==> src/rtl/banked_cart_mapper_pkg.sv <==
// Shared constants and types for the banked cartridge mapper and its reset sequencer.
// Constants only; no logic.
package banked_cart_pkg;

  localparam logic [1:0] REG_ROM   = 2'b00;
  localparam logic [1:0] REG_RAM   = 2'b01;
  localparam logic [1:0] REG_NVRAM = 2'b10;

  // Register offsets, decoded on vic_addr[9:4]
  localparam logic [5:0] OFS_BANK = 6'h00;
  localparam logic [5:0] OFS_CTRL = 6'h10;
  localparam logic [5:0] OFS_TRIG = 6'h20;

  localparam int CTRL_NVRAM_WR = 0;
  localparam int CTRL_RAM_WP   = 1;
  localparam int CTRL_LOCK     = 2;
  localparam int CTRL_IMM      = 3;

  typedef enum logic [1:0] {
    ST_IDLE,
    ST_PULSE,
    ST_HOLDOFF
  } seq_state_t;

endpackage

==> src/rtl/banked_cart_mapper_soft_reset_seq.sv <==
// Commit/soft-reset sequencer: commit is same-cycle with the trigger, then a RESET_PULSE
// reset pulse and HOLDOFF busy cycles; the caller must drop triggers while o_busy is high.
module soft_reset_seq
  import banked_cart_pkg::*;
#(
  parameter int RESET_PULSE = 32,
  parameter int HOLDOFF     = 16
) (
  input  logic i_clk,
  input  logic i_reset_n,
  input  logic i_trigger,
  output logic o_commit,
  output logic o_soft_reset,
  output logic o_busy
);

  localparam int MAXC  = (RESET_PULSE > HOLDOFF) ? RESET_PULSE : HOLDOFF;
  localparam int CNT_W = (MAXC > 1) ? $clog2(MAXC) : 1;

  seq_state_t       r_state;
  logic [CNT_W-1:0] r_cnt;

  assign o_commit = i_trigger && (r_state == ST_IDLE);

  always_ff @(posedge i_clk) begin
    if (!i_reset_n) begin
      r_state      <= ST_IDLE;
      r_cnt        <= '0;
      o_soft_reset <= 1'b0;
      o_busy       <= 1'b0;
    end else begin
      case (r_state)
        ST_IDLE: begin
          if (i_trigger) begin
            r_state      <= ST_PULSE;
            r_cnt        <= CNT_W'(RESET_PULSE - 1);
            o_soft_reset <= 1'b1;
            o_busy       <= 1'b1;
          end
        end
        ST_PULSE: begin
          if (r_cnt == '0) begin
            o_soft_reset <= 1'b0;
            if (HOLDOFF == 0) begin
              r_state <= ST_IDLE;
              o_busy  <= 1'b0;
            end else begin
              r_state <= ST_HOLDOFF;
              r_cnt   <= CNT_W'(HOLDOFF - 1);
            end
          end else begin
            r_cnt <= r_cnt - 1'b1;
          end
        end
        ST_HOLDOFF: begin
          if (r_cnt == '0) begin
            r_state <= ST_IDLE;
            o_busy  <= 1'b0;
          end else begin
            r_cnt <= r_cnt - 1'b1;
          end
        end
        default: begin
          r_state      <= ST_IDLE;
          o_soft_reset <= 1'b0;
          o_busy       <= 1'b0;
        end
      endcase
    end
  end

endmodule

==> src/rtl/banked_cart_mapper.sv <==
// VIC-20 banked cart mapper: per-window bank registers, combinational address map, no backpressure.
// Optional MAPPER_LOCK_EN makes ctrl bit2 a sticky lock of all register writes until reset.
module banked_cart_mapper
  import banked_cart_pkg::*;
#(
  parameter int NUM_WIN     = 4,
  parameter int BANK_W      = 7,
  parameter int ADDR_W      = BANK_W + 15,
  parameter int RESET_PULSE = 32,
  parameter int HOLDOFF     = 16
) (
  input  logic               i_clk,
  input  logic               i_reset_n,
  input  logic [15:0]        i_vic_addr,
  input  logic               i_vic_wr_n,
  input  logic               i_vic_io2_sel,
  input  logic               i_vic_io3_sel,
  input  logic               i_vic_ram123_sel,
  input  logic [NUM_WIN-1:0] i_vic_blk_sel,
  input  logic [7:0]         i_vic_data,
  output logic [ADDR_W-1:0]  o_mc_addr,
  output logic               o_mc_wr_n,
  output logic               o_mc_nvram_sel,
  output logic               o_mc_soft_reset,
  output logic               o_mc_busy
);

  logic [7:0] r_shadow [NUM_WIN];
  logic [7:0] r_live   [NUM_WIN];
  logic       r_bank_ena;
  logic       r_prev;
  logic [3:0] r_ctrl;

  logic        w_wr_req, w_wstb, w_wr_ok, w_lock;
  logic [5:0]  w_reg_ofs;
  logic        w_bank_hit, w_ctrl_hit, w_trig, w_commit;
  logic [3:0]  w_bank_idx;
  logic [3:0]  w_ctrl_next;
  logic        w_win_hit, w_ram_mode, w_nvram;
  logic [1:0]  w_win_idx;
  logic [7:0]  w_cur;
  logic [BANK_W-1:0] w_bank;
  logic [ADDR_W-1:0] w_addr;
  logic        w_unused;

  assign w_unused = ^i_vic_addr[15:13];

  // Edge-detected strobe: a write held across many cycles acts once
  assign w_wr_req   = i_vic_io3_sel & ~i_vic_wr_n;
  assign w_wstb     = w_wr_req & ~r_prev;
  assign w_lock     = r_ctrl[CTRL_LOCK];
  assign w_wr_ok    = w_wstb & ~o_mc_busy & ~w_lock;
  assign w_reg_ofs  = i_vic_addr[9:4];
  assign w_bank_idx = w_reg_ofs[3:0];
  assign w_bank_hit = w_wr_ok & (w_reg_ofs[5:4] == OFS_BANK[5:4]);
  assign w_ctrl_hit = w_wr_ok & (w_reg_ofs == OFS_CTRL);
  assign w_trig     = w_wr_ok & (w_reg_ofs == OFS_TRIG);

`ifdef MAPPER_LOCK_EN
  assign w_ctrl_next = i_vic_data[3:0];
`else
  assign w_ctrl_next = {i_vic_data[CTRL_IMM], 1'b0, i_vic_data[CTRL_RAM_WP], i_vic_data[CTRL_NVRAM_WR]};
`endif

  soft_reset_seq #(
    .RESET_PULSE (RESET_PULSE),
    .HOLDOFF     (HOLDOFF)
  ) u_seq (
    .i_clk        (i_clk),
    .i_reset_n    (i_reset_n),
    .i_trigger    (w_trig),
    .o_commit     (w_commit),
    .o_soft_reset (o_mc_soft_reset),
    .o_busy       (o_mc_busy)
  );

  always_ff @(posedge i_clk) begin
    if (!i_reset_n) begin
      r_prev     <= 1'b0;
      r_bank_ena <= 1'b0;
      r_ctrl     <= '0;
      for (int w = 0; w < NUM_WIN; w++) begin
        r_shadow[w] <= 8'h00;
        r_live[w]   <= 8'h00;
      end
    end else begin
      r_prev <= w_wr_req;
      if (w_ctrl_hit) r_ctrl <= w_ctrl_next;
      if (w_commit) begin
        r_bank_ena <= 1'b1;
        for (int w = 0; w < NUM_WIN; w++) r_live[w] <= r_shadow[w];
      end
      for (int w = 0; w < NUM_WIN; w++) begin
        if (w_bank_hit && (w_bank_idx == 4'(w))) begin
          r_shadow[w] <= i_vic_data;
          if (r_ctrl[CTRL_IMM]) r_live[w] <= i_vic_data;
        end
      end
    end
  end

  // Lowest selected window wins
  always_comb begin
    w_win_idx = '0;
    for (int w = NUM_WIN - 1; w >= 0; w--) begin
      if (i_vic_blk_sel[w]) w_win_idx = 2'(w);
    end
  end

  assign w_win_hit  = i_reset_n & (|i_vic_blk_sel);
  assign w_cur      = r_live[w_win_idx];
  assign w_ram_mode = r_bank_ena & w_cur[7];
  assign w_bank     = r_bank_ena ? w_cur[BANK_W-1:0] : {BANK_W{1'b1}};
  assign w_nvram    = i_reset_n & (i_vic_ram123_sel | i_vic_io2_sel | i_vic_io3_sel);

  always_comb begin
    w_addr = '0;
    if (w_win_hit) begin
      w_addr[12:0] = i_vic_addr[12:0];
      if (w_ram_mode) begin
        w_addr[14:13]          = w_win_idx;
        w_addr[ADDR_W-1 -: 2]  = REG_RAM;
      end else begin
        w_addr[13 +: BANK_W]   = w_bank;
        w_addr[ADDR_W-1 -: 2]  = REG_ROM;
      end
    end else if (w_nvram) begin
      w_addr[12:0]          = i_vic_addr[12:0];
      w_addr[ADDR_W-1 -: 2] = REG_NVRAM;
    end
  end

  assign o_mc_addr      = w_addr;
  assign o_mc_nvram_sel = w_nvram;
  assign o_mc_wr_n      = ~(i_reset_n & ~i_vic_wr_n &
                            ((w_win_hit & w_ram_mode & ~r_ctrl[CTRL_RAM_WP]) |
                             (w_nvram & r_ctrl[CTRL_NVRAM_WR])));

endmodule

==> config.mk <==
export PLATFORM = sky130hd
export DESIGN_NAME = banked_cart_mapper
export DESIGN_NICKNAME = d
export VERILOG_FILES = /design/src/rtl/banked_cart_mapper_pkg.sv /design/src/rtl/banked_cart_mapper_soft_reset_seq.sv /design/src/rtl/banked_cart_mapper.sv
export SDC_FILE = /design/constraint.sdc
export NUM_CORES = 1
export LEC_CHECK = 0
export BUFFER_PORTS_ARGS = -buffer_cell sky130_fd_sc_hd__buf_2
export CORE_MARGIN = 5
export CORE_UTILIZATION = 57
export DETAILED_ROUTE_END_ITERATION = 10
export HOLD_SLACK_MARGIN = 0.08
export PLACE_DENSITY = 0.79
export RECOVER_POWER = 50
export SYNTH_ARGS = -nofsm -noshare
export SYNTH_HDL_FRONTEND = slang
export SYNTH_SLANG_ARGS = --single-unit
==> constraint.sdc <==
create_clock -name i_clk -period 3 [get_ports i_clk]
set_input_delay 0.15 -clock i_clk [delete_from_list [all_inputs] [get_ports i_clk]]
set_output_delay 0.15 -clock i_clk [all_outputs]
set_load 0.05 [all_outputs]
=== Yosys cells after proc, flatten, opt, wreduce, memory -nomap -nowiden ===
Memories as Yosys holds them, arrays and structs flattened.
Cells that the tools add are included.

* Reduce and logical (&&, ||, !) cells: 15
* Bitwise operators: 36
* Add/sub/neg operators: 1
* Eq/ne operators: 11
* Muxes and demuxes: 66

{| class="wikitable"
|+ Operators by type and width
! kind !! count
|-
| two-way mux 8 bit || 12
|-
| two-way mux 1 bit || 32
|-
| two-way mux 13 bit || 2
|-
| two-way mux 2 bit || 10
|-
| two-way mux 5 bit || 4
|-
| bitwise OR 1 bit || 15
|-
| case mux 5 bit (3 select lines) || 1
|-
| AND 1 bit || 14
|-
| two-way mux 7 bit || 2
|-
| AND reduction 3 bit || 4
|-
| == test 4 x 2 -> 1 bit (second input constant) || 2
|-
| NOT 1 bit || 7
|-
| == test 6 x 5 -> 1 bit (second input constant) || 1
|-
| == test 6 bit (second input constant) || 1
|-
| != test 2 x 1 -> 1 bit (second input constant) || 3
|-
| case mux 1 bit (3 select lines) || 2
|-
| case mux 2 bit (3 select lines) || 1
|-
| logical AND 1 bit || 5
|-
| logical NOT 5 bit || 1
|-
| subtractor 5 x 1 -> 5 bit (second input constant) || 1
|-
| == test 4 x 1 -> 1 bit (second input constant) || 1
|-
| logical NOT 2 bit || 2
|-
| logical NOT 4 bit || 1
|-
| OR reduction 4 bit || 1
|-
| 4 further kinds || 4
|}

* Logic and storage cells: 138
* Flip-flop bits (word level): 14
* Memories: 2
* Input port bits: 34
* RAM bits: 64
* Output and inout port bits: 26

{| class="wikitable"
|+ Memory list
! memory !! depth !! width !! read ports !! clocked after Yosys merged registers in !! wr ports !! RTL line !! source
|-
| r_live || 4 || 8 || 1 || 0 || 4 || banked_cart_mapper.sv:29 || <nowiki>logic [7:0] r_live [NUM_WIN];</nowiki>
|-
| r_shadow || 4 || 8 || 4 || 0 || 4 || banked_cart_mapper.sv:28 || <nowiki>logic [7:0] r_shadow [NUM_WIN];</nowiki>
|}

=== Longest topological paths before layout ===
Gate-level depths: netlist of run 1.

* Depth after elaboration: 11
* Gate-level depth with buffers: 8

=== Hierarchy ===
A second synthesis of run 1 with hierarchy kept.

* Cell total of the unflattened synthesis: 335
* Area, all modules: 3,960.0 um^2

{| class="wikitable"
|+ By module, submodules not included
! module !! cells an instance !! area an instance (um^2) !! instances
|-
| banked_cart_mapper || 274 || 3,424.5 || 1
|-
| soft_reset_seq || 61 || 535.5 || 1
|}

=== Least setup slack after synthesis of run 1 ===
No wires, ideal clock.

* Path type: register to register
* From: register u_seq.o_busy
* To: memory r_live[1][0], enable pin
* Data arrival time: 2.371 ns
* Setup time: 0.384 ns
* Cell stages (with the launch flop): 5
* Setup slack: 0.245 ns
* Cell sequence: dfxtp_1 -> or4b_4 -> or4_4 -> buf_6 -> o21ai_0

{| class="wikitable"
|+ RTL lines
! what !! RTL line !! source
|-
| start: declaration || banked_cart_mapper_soft_reset_seq.sv:14 || <nowiki>output logic o_busy</nowiki>
|-
| start signal: assignment || banked_cart_mapper_soft_reset_seq.sv:30 || <nowiki>o_busy <= 1'b0;</nowiki>
|-
| start signal: assignment || banked_cart_mapper_soft_reset_seq.sv:38 || <nowiki>o_busy <= 1'b1;</nowiki>
|-
| start signal: assignment || banked_cart_mapper_soft_reset_seq.sv:46 || <nowiki>o_busy <= 1'b0;</nowiki>
|-
| end: declaration || banked_cart_mapper.sv:29 ||
|}

==> results of run 1 <==
## worst paths after layout
path                                           startpoint                      to  slack [ps]
worst max register to register  u_seq.o_busy$_SDFFE_PN0P_  r_live[3][2]$_DFFE_PP_         540
worst max-delay path                           i_vic_wr_n  r_live[3][2]$_DFFE_PP_         330
worst min register to register     r_ctrl[0]$_SDFFE_PN0P_  r_ctrl[0]$_SDFFE_PN0P_         500
worst min-delay path                        i_vic_io3_sel       r_prev$_SDFF_PN0_         100
## worst max-delay path: stages
cell and delay (ps):
dlygate4sd3_1 560, clkbuf_1 160, or4b_1 620, or4_4 600
nor2_1 540, a22o_1 250
## sequential cells by signal, summed over array words and instances (netlist names)
name and count:
r_prev 1, r_bank_ena 1, u_seq.r_cnt 5, u_seq.o_busy 1, r_live 32, u_seq.r_state 2
r_ctrl 3, r_shadow 32, u_seq.o_soft_reset 1
## synth_stat cells, types with 3 or more instances
cell type / instances / area (µm²)
mux2i_1: 5 / 50.05
dfxtp_1: 14 / 280.3
mux4_2: 5 / 112.6
or3_1: 3 / 18.77
a22o_1: 25 / 219.0
ha_1: 6 / 75.07
a22o_2: 7 / 70.07
nand2b_1: 3 / 18.77
nand3_1: 4 / 20.02
o21ai_0: 16 / 80.08
a21o_1: 4 / 30.03
and2_1: 44 / 275.3
inv_1: 15 / 56.30
o211a_1: 3 / 30.03
clkbuf_1: 7 / 26.28
nand2_1: 12 / 45.04
nor2_1: 17 / 63.81
a21oi_1: 13 / 65.06
nor4b_1: 3 / 26.28
o21bai_1: 3 / 22.52
edfxtp_1: 64 / 1922
a31oi_1: 3 / 18.77
nor3_1: 9 / 45.04
## cell type report
type / count / area (µm²) / share of cell area [%]
clock buffer: 9 / 123.9 / 2.796
clock inverter: 7 / 80.08 / 1.807
inverter: 15 / 56.30 / 1.271
timing repair buffer: 68 / 334.1 / 7.540
multi-input combinational: 214 / 1534 / 34.62
sequential: 78 / 2202 / 49.70
tap: 80 / 100.1 / 2.259
## cell families (layout without fill, tap and decap cells)
kind of cell | after synthesis | count (layout) | synth area share [%]
mux | 12 | 12 | 4.810
compound gates | 83 | 83 | 15.89
simple gates | 111 | 111 | 16.83
xor+xnor | 2 | 2 | 0.4551
flops | 78 | 78 | 57.20
fa+ha+maj | 6 | 6 | 1.950
buf+inv | 25 | 99 | 2.860
## metal layers
| layer | GRT usage (%) | vias up | part of all wire [%] |
|---|---|---|---|
| met5 | 0 | - | 0 |
| met4 | 7.673 | 0 | 1.6 |
| met3 | 3.281 | 13 | 4.6 |
| met2 | 35.89 | 70 | 52 |
| met1 | 26.37 | 1314 | 41 |
| li1 | - | 1343 | - |
## through the flow
stage / cells / power [W] / util, % / setup slack, ps / hold WS (ps)
detailed placement: 454 / 0.001668 / 63.75 / 617.3 / 396.0
CTS: 471 / 0.002453 / 66.95 / 449.2 / 89.24
global route: 471 / 0.002531 / 66.31 / 160.0 / 93.84
finish: 471 / 0.002433 / 66.31 / 326.2 / 103.0
global placement: 454 / 0.001654 / 63.75 / 668.4 / 388.0
floorplan: 317 / 0.001541 / - / 244.9 / 225.8
## power groups by stage
stage,registers (W),logic [W],clock network (W)
floorplan,0.00127,0.000271,0
global placement,0.00126,0.000394,0
detailed placement,0.00126,0.000406,0
CTS,0.00124,0.000408,0.000807
global route,0.00124,0.000436,0.000851
finish,0.00124,0.000398,0.000797
==> summary.txt, run 1 <==
Critical path
  • Crit Path Class: in2reg
  • CP Capture Type: register
  • R2R depth: 4
  • Max FO, Critical Path: 9
  • Worst EP required: 3210 ps
  • WP data arrival: 2890 ps
  • Worst Setup Start Kind: input pin

Detailed routing
  • Drt wl/cell: 17.66 µm
  • Number of remaining DRC errors: 0
  • Drt first pass iters: 5
  • Drt first-iter violations: 245
  • Vias: 2,740
  • Vias per cell: 5.817
  • Routed Wire Length: 8318 µm
  • Antenna Nets Post-Route: 0

Floorplan
  • Row cnt: 30
  • Core ar.: 6681 µm²
  • Die W: 92.19 µm
  • Initial Utilization: 57.62%
  • Die ar.: 8498 µm²
  • Ports: 60
  • Chip height: 92.19 µm

Timing
  • Achievable Freq: 374.0 MHz
  • Final Max Tran Viols: 0
  • Crit path time final: 2674 ps
  • Final TNS setup: 0 ps
  • Slew margin rel.: 41.23%
  • RSZ-0062 raised after global routing: false
  • Final hold violations: 0
  • Final setup skew: 12.62 ps
  • Crit share post-route: 89.13%
  • Worst Max-Slew Pin Slew: 879.7 ps
  • Final setup viols: 0

Placed design
  • RD Place Congestion: 0.8406
  • IO buf count: 56
  • Post-DP HPWL: 6093 µm
  • Cell Area, Placed: 4259 µm²

Synth
  • Syn Area/Cell: 12.14 µm²
  • Sequential fraction of the synthesis area: 57.20%
  • Async S/R FF share, synth: 0%
  • Synth Warn #: 0
  • Number of enable flip-flop cells after synthesis: 64
  • Synth cell types: 48
  • Cell count after synthesis: 317
  • Syn Nets: 357
  • Synth Cell Area: 3850 µm²
  • Flops & latches, synth: 78
  • Synth Flop Type: edfxtp_1

Clocking
  • Post-CTS resize count: 0
  • Post-CTS Setup Repair Bufs: 0
  • Hold buffers post-CTS: 1
  • CTS Buf Count: 9
  • Number of clock sinks: 78
  • Clock Root Buffer: clkbuf_8
  • Clk Latency, worst-skew pair: 350 ps
  • TritonCTS clock tree: yes
  • Clk slew on worst S/H paths: 90 ps
  • Max clock buf depth: 2
  • Htree depth: 3

Finish
  • Antenna Cells: 0
  • Share of cells above drive strength 1: 19.69%
  • Fillers: 516
  • Fin nets: 426
  • Commonest non-fill, non-tap cell in the layout: edfxtp_1
  • Area growth syn-to-layout: 15.08%
  • Finished Cell Area: 4431 µm²
  • Commonest non-fill, non-tap cells in the layout: edfxtp_1 (64), buf_2 (34), and2_1 (28)

Power
  • Peak supply drop: 0.0003716 V
  • Flop pwr share: 50.9%
  • Cell leakage power: 1.735 nW
  • Switch Pwr: 0.0007003 W
  • Switching Share: 28.78%
  • Internal power: 0.001733 W
  • Power Density: 549.2 nW/µm²
  • Combinational power share: 16.3%
  • Clock share of power: 32.8%

Worst hold path
  • Hold crit path type: in2reg
  • Worst Hold Path Cells: 2

GRT
  • Vias in the first global route: 2,657
  • Largest net degree at the start of global routing: 21
  • Overall Global Routing Usage: 20.78%
  • Antenna violations before repair: 0
  • Gr ovfl total: 0
  • First-pass GRT wire length: 13,470 µm

Status
  • Outcome: completed

Job
  • Max-Cap Viols: 0
Power figures use the tool's default switching activity.
==> run 2: changes to the inputs <==
--- a/config.mk
+++ b/config.mk
@@ -14,4 +14,5 @@
 export RECOVER_POWER = 50
 export SYNTH_ARGS = -nofsm -noshare
 export SYNTH_HDL_FRONTEND = slang
+export SYNTH_HIERARCHICAL = 1
 export SYNTH_SLANG_ARGS = --single-unit
==> summary.txt, run 2 <==
GRT
  • First-pass GRT wire length: 13,730 µm (+2.0%)
  • Most used routing layer: met2
  • Antenna violations before repair: 0 (unchanged)
  • GR Util met3: 3.540% (+0.26 points)
  • Gr ovfl total: 0 (unchanged)
  • GR Layer Usage met2: 32.82% (-3.1 points)
  • Met1 usage in global routing: 28.57% (+2.2 points)
  • Vias in the first global route: 2,721 (+2.4%)
  • Largest net degree at the start of global routing: 28 (+33%)
  • Overall Global Routing Usage: 20.74% (-0.034 points)

Clocking
  • Number of clock sinks: 78 (unchanged)
  • Max clock buf depth: 2 (unchanged)
  • Post-CTS Setup Repair Bufs: 0 (unchanged)
  • TritonCTS clock tree: yes
  • Clk slew on worst S/H paths: 80 ps (about the same)
  • CTS Buf Count: 9 (unchanged)
  • Clock Root Buffer: clkbuf_8
  • Clk Latency, worst-skew pair: 340 ps (about the same)
  • Post-CTS resize count: 0 (unchanged)
  • Htree depth: 3 (unchanged)
  • Hold buffers post-CTS: 0 (-1)

Finish
  • Largest registers: r_live x32, r_shadow x32, u_seq/r_cnt x5
  • Antenna Cells: 0 (unchanged)
  • Fillers: 538 (+4.3%)
  • Fin nets: 439 (+3.1%)
  • Layout Utilization: 66.24% (-0.068 points)
  • Commonest non-fill, non-tap cells in the layout: edfxtp_1 (64), clkbuf_1 (35), buf_2 (30)
  • Area growth syn-to-layout: 13.65%
  • Commonest non-fill, non-tap cell in the layout: edfxtp_1
  • Share of cells above drive strength 1: 22.22% (+2.5 points)

Timing
  • Achievable Freq: 355.7 MHz (-4.9%)
  • WHS: 112.7 ps (+9.699 ps)
  • Final TNS setup: 0 ps (unchanged)
  • Final Max Tran Viols: 0 (unchanged)
  • Final setup viols: 0 (unchanged)
  • Crit share post-route: 93.72% (+4.6 points)
  • Slew margin rel.: 19.87% (-21 points)
  • Worst Max-Slew Pin Slew: 1192 ps (+312.1 ps)
  • Final hold violations: 0 (unchanged)
  • RSZ-0062 raised after global routing: false
  • Final setup skew: 12.27 ps (-0.3460 ps)
  • Final Worst Setup Slack: 188.4 ps (-137.8 ps)
  • Crit path time final: 2812 ps (+137.8 ps)

Detailed routing
  • Drt first pass iters: 5 (unchanged)
  • Antenna Nets Post-Route: 0 (unchanged)
  • Vias: 2,814 (+2.7%)
  • Number of remaining DRC errors: 0 (unchanged)
  • Drt first-iter violations: 172 (-30%)
  • Drt wl/cell: 17.41 µm (-1.4%)
  • Routed Wire Length: 8722 µm (+4.9%)
  • Vias per cell: 5.617 (-3.4%)

Placed design
  • Post-DP HPWL: 6379 µm (+4.7%)
  • Dpl ws: 214.4 ps (-402.8 ps)
  • RD Place Congestion: 0.8262 (-1.7%)
  • IO buf count: 56 (unchanged)

Synth
  • Async S/R FF share, synth: 0% (unchanged)
  • Cell count after synthesis: 335 (+5.7%)
  • Syn Nets: 374 (+4.8%)
  • Number of enable flip-flop cells after synthesis: 64 (unchanged)
  • Most frequent cell after synthesis: edfxtp_1
  • Synth Warn #: 6 (+6)
  • Synth top cells by count: edfxtp_1 (64), nand2_1 (26), and2_1 (25)
  • Syn Area/Cell: 11.82 µm² (-2.7%)
  • Sequential fraction of the synthesis area: 55.61% (-1.6 points)
  • Top cells by area, synth: edfxtp_1 (49%), dfxtp_1 (7.1%), and2_2 (4.2%)
  • Flops & latches, synth: 78 (unchanged)
  • Yosys top cell area share: 48.53% (-1.4 points)
  • Cell accounting for the most synthesized area: edfxtp_1
  • Synth Flop Type: edfxtp_1
  • Synth Cell Area: 3960 µm² (+2.9%)
  • Synth cell types: 55 (+15%)

Critical path
  • CP peak stage delay: 540 ps (-80 ps)
  • Max FO, Critical Path: 8 (-1)
  • Crit path max-delay family: simple AND/OR/NAND/NOR gates
  • Worst Setup Start Kind: register
  • Crit-path slowest cell: or4b_4
  • CP Capture Type: register
  • WP data arrival: 2760 ps (-130 ps)
  • CP Cell Sequence: or4b_4 > nor4_1 > and3b_1 > and2_1 > nor2b_1 > o21ai_0
  • Crit Path Class: reg2reg
  • Worst EP required: 2950 ps (-260 ps)
  • Buf+Inv Stages, Crit Path: 0 (-2)

Power
  • Clock share of power: 33.8% (+1.0 points)
  • Cell leakage power: 1.764 nW (+1.7%)
  • Peak supply drop: 0.0003624 V (-2.5%)
  • Flop pwr share: 55.6% (+4.7 points)
  • Combinational power share: 10.6% (-5.7 points)
  • Internal power: 0.001635 W (-5.6%)
  • Power Density: 482.9 nW/µm² (-12%)
  • Switch Pwr: 0.0005384 W (-23%)
  • Switching Share: 24.77% (-4.0 points)

Job
  • Max-Cap Viols: 0 (unchanged)

Floorplan
  • Core ar.: 6794 µm² (+1.7%)
  • Initial Utilization: 58.29% (+0.67 points)
  • Die ar.: 8714 µm² (+2.5%)
  • Ports: 60 (unchanged)
  • Row cnt: 30 (unchanged)
  • Die W: 93.35 µm (+1.3%)
  • Chip height: 93.35 µm (+1.3%)

Status
  • Outcome: completed

Worst hold path
  • Hold crit path type: in2reg
run 2: changes by cell type after synthesis, sizes merged, moves of 3 or more:
cell	before	now
a22o	32	16
nand2	12	26
and2	44	47
a21o	4	1
nand3	4	1
mux2i	5	13
nor3	9	5
nor2b	2	6
o21a	0	4
nor2	17	24
o21ai	16	22
run 2: power groups by stage:
| stage | combinational, W | clock [W] | sequential (W) |
|---|---|---|---|
| after floorplan | 0.000156 | 0 | 0.00123 |
| after global placement | 0.000234 | 0 | 0.00123 |
| after detailed placement | 0.000239 | 0 | 0.00123 |
| after CTS | 0.000239 | 0.000748 | 0.00121 |
| after global routing | 0.000248 | 0.000792 | 0.00121 |
| final | 0.000230 | 0.000735 | 0.00121 |
run 2: path summary, 6_finish.rpt:
check,start,endpoint,slack [ps],depth (start not counted)
min,i_vic_io3_sel,r_prev$_SDFF_PN0_,110,2
max reg2reg,r_prev$_SDFF_PN0_,r_live[1][7]$_SDFFCE_PP0P_,190,6
min reg2reg,u_seq/r_cnt[2]$_SDFFE_PN0P_,u_seq/r_cnt[2]$_SDFFE_PN0P_,520,2
max,r_prev$_SDFF_PN0_,r_live[1][7]$_SDFFCE_PP0P_,190,6
run 2: cell type report:
cell class	count	area [µm²]	area share (%)
Sequential cell	78	2202	48.93
Clock buffer	14	173.9	3.864
Multi-Input combinational cell	234	1657	36.81
Clock inverter	2	13.76	0.3058
Inverter	13	48.80	1.084
Timing Repair Buffer	64	285.3	6.339
Tap cell	96	120.1	2.669
run 2: logic make-up (layout without fill, tap and decap cells):
| kind of cell | count (synthesis) | after routing | share of synthesized area [%] |
|---|---|---|---|
| flops | 78 | 78 | 55.61 |
| mux | 20 | 20 | 6.698 |
| buf+inv | 23 | 93 | 2.433 |
| compound gates | 76 | 76 | 13.74 |
| xor+xnor | 1 | 1 | 0.2212 |
| simple gates | 132 | 132 | 19.72 |
| fa+ha+maj | 5 | 5 | 1.580 |
run 2: routing by layer:
| metal | up-vias | share of wire [%] |
|---|---|---|
| li1 | 1376 | - |
| met1 | 1345 | 45 |
| met2 | 83 | 49 |
| met3 | 10 | 4.9 |
| met4 | 0 | 1.2 |
| met5 | - | 0 |
run 2: through the flow:
| stage | instances | total power (W) | area (µm²) |
|---|---|---|---|
| finish | 501 | 0.002173 | 4501 |
| detailed placement | 485 | 0.001471 | 4373 |
| floorplan | 335 | 0.001382 | 3960 |
| CTS | 501 | 0.002195 | 4561 |
| global route | 501 | 0.002250 | 4501 |
| global placement | 485 | 0.001465 | 4373 |
==> run 3: changes to the inputs <==
--- a/config.mk
+++ b/config.mk
@@ -5,12 +5,13 @@
 export SDC_FILE = /design/constraint.sdc
 export NUM_CORES = 1
 export LEC_CHECK = 0
+export ABC_AREA = 1
 export BUFFER_PORTS_ARGS = -buffer_cell sky130_fd_sc_hd__buf_2
 export CORE_MARGIN = 5
 export CORE_UTILIZATION = 57
 export DETAILED_ROUTE_END_ITERATION = 10
 export HOLD_SLACK_MARGIN = 0.08
-export PLACE_DENSITY = 0.79
+export PLACE_DENSITY = 0.78
 export RECOVER_POWER = 50
 export SYNTH_ARGS = -nofsm -noshare
 export SYNTH_HDL_FRONTEND = slang
==> summary.txt, run 3 <==
Status
  • Outcome: completed

Synth
  • Synth top cells by count: nand2_1 (130), nor2_1 (86), inv_1 (79)
  • Cell count after synthesis: 518 (+55%)
  • Top cells by area, synth: edfxtp_1 (45%), nand2_1 (12%), nor2_1 (7.6%)
  • Synth Cell Area: 4224 µm² (+6.7%)
  • Yosys top cell area share: 45.50% (-3.0 points)
  • Syn Area/Cell: 8.155 µm² (-31%)
  • Number of enable flip-flop cells after synthesis: 64 (unchanged)
  • Synth cell types: 32 (-42%)
  • Synth Warn #: 6 (unchanged)
  • Syn Nets: 557 (+49%)
  • Async S/R FF share, synth: 0% (unchanged)
  • Sequential fraction of the synthesis area: 52.13% (-3.5 points)
  • Synth Flop Type: edfxtp_1
  • Most frequent cell after synthesis: nand2_1
  • Flops & latches, synth: 78 (unchanged)
  • Cell accounting for the most synthesized area: edfxtp_1

GRT
  • Gr ovfl total: 0 (unchanged)
  • First-pass GRT wire length: 15,480 µm (+13%)
  • Antenna violations before repair: 0 (unchanged)
  • Vias in the first global route: 3,273 (+20%)
  • Largest net degree at the start of global routing: 26 (-7.1%)
  • Overall Global Routing Usage: 22.32% (+1.6 points)

Timing
  • Final Max Tran Viols: 0 (unchanged)
  • Final TNS setup: 0 ps (unchanged)
  • Final setup viols: 0 (unchanged)
  • Crit share post-route: 88.57% (-5.1 points)
  • Final hold violations: 0 (unchanged)
  • WHS: 136.1 ps (+23.40 ps)
  • Final setup skew: 6.079 ps (-6.193 ps)
  • Crit path time final: 2657 ps (-154.4 ps)
  • Achievable Freq: 376.3 MHz (+5.8%)
  • Worst Max-Slew Pin Slew: 1266 ps (+74.15 ps)
  • RSZ-0062 raised after global routing: false
  • Slew margin rel.: 15.60% (-4.3 points)

Power
  • Internal power: 0.001684 W (+3.0%)
  • Combinational power share: 11.4% (+0.8 points)
  • Cell leakage power: 2.203 nW (+25%)
  • Peak supply drop: 0.0002212 V (-39%)
  • Switch Pwr: 0.0005625 W (+4.5%)
  • Switching Share: 25.03% (+0.26 points)
  • Clock share of power: 35.0% (+1.2 points)
  • Power Density: 471.3 nW/µm² (-2.4%)
  • Flop pwr share: 53.6% (-2.0 points)

Floorplan
  • Row cnt: 31 (+3.3%)
  • Core ar.: 7253 µm² (+6.8%)
  • Initial Utilization: 58.24% (about the same)
  • Die W: 96.09 µm (+2.9%)
  • Chip height: 96.09 µm (+2.9%)
  • Die ar.: 9232 µm² (+5.9%)
  • Ports: 60 (unchanged)

Clocking
  • Clk Latency, worst-skew pair: 340 ps (about the same)
  • Post-CTS Setup Repair Bufs: 0 (unchanged)
  • Htree depth: 3 (unchanged)
  • Number of clock sinks: 78 (unchanged)
  • TritonCTS clock tree: yes
  • Clock Root Buffer: clkbuf_8
  • CTS Buf Count: 9 (unchanged)
  • Clk slew on worst S/H paths: 80 ps (about the same)
  • Max clock buf depth: 2 (unchanged)

Job
  • Max-Cap Viols: 0 (unchanged)

Detailed routing
  • Vias per cell: 5.089 (-9.4%)
  • Vias: 3,491 (+24%)
  • Drt wl/cell: 13.90 µm (-20%)
  • Drt first pass iters: 5 (unchanged)
  • Drt first-iter violations: 325 (+89%)
  • Number of remaining DRC errors: 0 (unchanged)
  • Antenna Nets Post-Route: 0 (unchanged)
  • Routed Wire Length: 9535 µm (+9.3%)

Worst hold path
  • Hold crit path type: in2reg

Finish
  • Area growth syn-to-layout: 12.86%
  • Commonest non-fill, non-tap cells in the layout: nand2_1 (130), nor2_1 (87), inv_1 (79)
  • Commonest non-fill, non-tap cell in the layout: nand2_1
  • Fin nets: 621 (+41%)
  • Largest registers: r_live x32, r_shadow x32, u_seq/r_cnt x5
  • Antenna Cells: 0 (unchanged)
  • Share of cells above drive strength 1: 14.14% (-8.1 points)

Critical path
  • WP data arrival: 2510 ps (-250 ps)
  • Worst Setup Start Kind: input pin
  • Worst EP required: 2850 ps (-100 ps)
  • Max FO, Critical Path: 25 (+17)
  • CP Capture Type: primary output
  • Crit Path Class: in2out

Placed design
  • RD Place Congestion: 0.8389 (+1.5%)
  • Post-DP HPWL: 7062 µm (+11%)
  • IO buf count: 56 (unchanged)
[run 3: changes by cell type in the layout (fill, tap and decap cells not counted), moves of 6 or more]
cell,previous run,this run
nor2_1,21,87
nor2b_1,6,0
o21ai_0,21,35
a22o_1,16,0
buf_2,30,45
a21oi_1,11,22
and2_2,22,0
clkbuf_1,35,18
nand2_1,26,130
mux2i_1,13,0
inv_1,13,79
and2_1,22,0
nand3_1,1,31
[run 3: stage by stage]
| stage | cell area (µm²) | cells | setup slack (ps) | util (%) | power, W |
|---|---|---|---|---|---|
| floorplan | 4224 | 518 | 860.4 | - | 0.001402 |
| global placement | 4596 | 668 | 819.7 | 63.36 | 0.001480 |
| detailed placement | 4596 | 668 | 773.3 | 63.36 | 0.001486 |
| CTS | 4817 | 686 | 653.2 | 66.41 | 0.002267 |
| global route | 4767 | 686 | 220.5 | 65.72 | 0.002339 |
| finish | 4767 | 686 | 342.9 | 65.72 | 0.002247 |
[run 3: repair_timing]
| item | in CTS | in global routing |
|---|---|---|
| hold buffers | 2 | 0 |
| gates resized for setup | 0 | 0 |
| endpoints found under the hold margin | 1 | 0 |
[run 3: final cells by class]
class                      count  area, µm²
clock inverter                 3      42.54
inverter                      87      326.6
clock buffer                  13      158.9
sequential                    78       2202
tap                           99      123.9
timing repair buffer          64      312.8
multi-input combinational    342       1600
fill                         592       2486
[run 3: critical path, cell delays in order]
cell and delay (ps):
buf_2 90, clkbuf_1 920, o31ai_1 280, inv_1 180, nor2_1 190, nor2_1 180, clkbuf_1 500
[run 3: routing by layer]
layer / wire length (µm) / GRT usage, %
met1: 4006 / 27.81
met2: 4785 / 37.84
met5: 0 / 0
met3: 452 / 3.675
met4: 291 / 10.31
[run 3: final timing paths]
check                                 start                endpoint  slack (ps)  depth (start not counted)
hold / removal                i_vic_data[6]  r_live[0][6]$_DFFE_PP_         140                          3
hold reg to reg      r_ctrl[0]$_SDFFE_PN0P_  r_ctrl[0]$_SDFFE_PN0P_         450                          2
setup reg to reg  u_seq/o_busy$_SDFFE_PN0P_  r_live[2][6]$_DFFE_PP_         730                         11
setup / recovery                  i_reset_n           o_mc_addr[12]         340                          7
[run 3: logic make-up after synthesis]
kind of cell             Yosys count  synth area share (%)
AND/OR/NAND/NOR                  271                 28.61
buffers and inverters             98                 9.567
flip-flops                        78                 52.13
AO/OA/AOI/OAI                     65                 7.998
adder cells (fa/ha/maj)            5                 1.481
XOR/XNOR                           1                0.2074
[run 3: power by group through the flow]
stage | registers, W | clock network, W | logic (W)
floorplan | 0.00122 | 0 | 0.000177
global placement | 0.00123 | 0 | 0.000253
detailed placement | 0.00123 | 0 | 0.000258
CTS | 0.00120 | 0.000802 | 0.000261
global route | 0.00121 | 0.000856 | 0.000277
finish | 0.00120 | 0.000787 | 0.000256
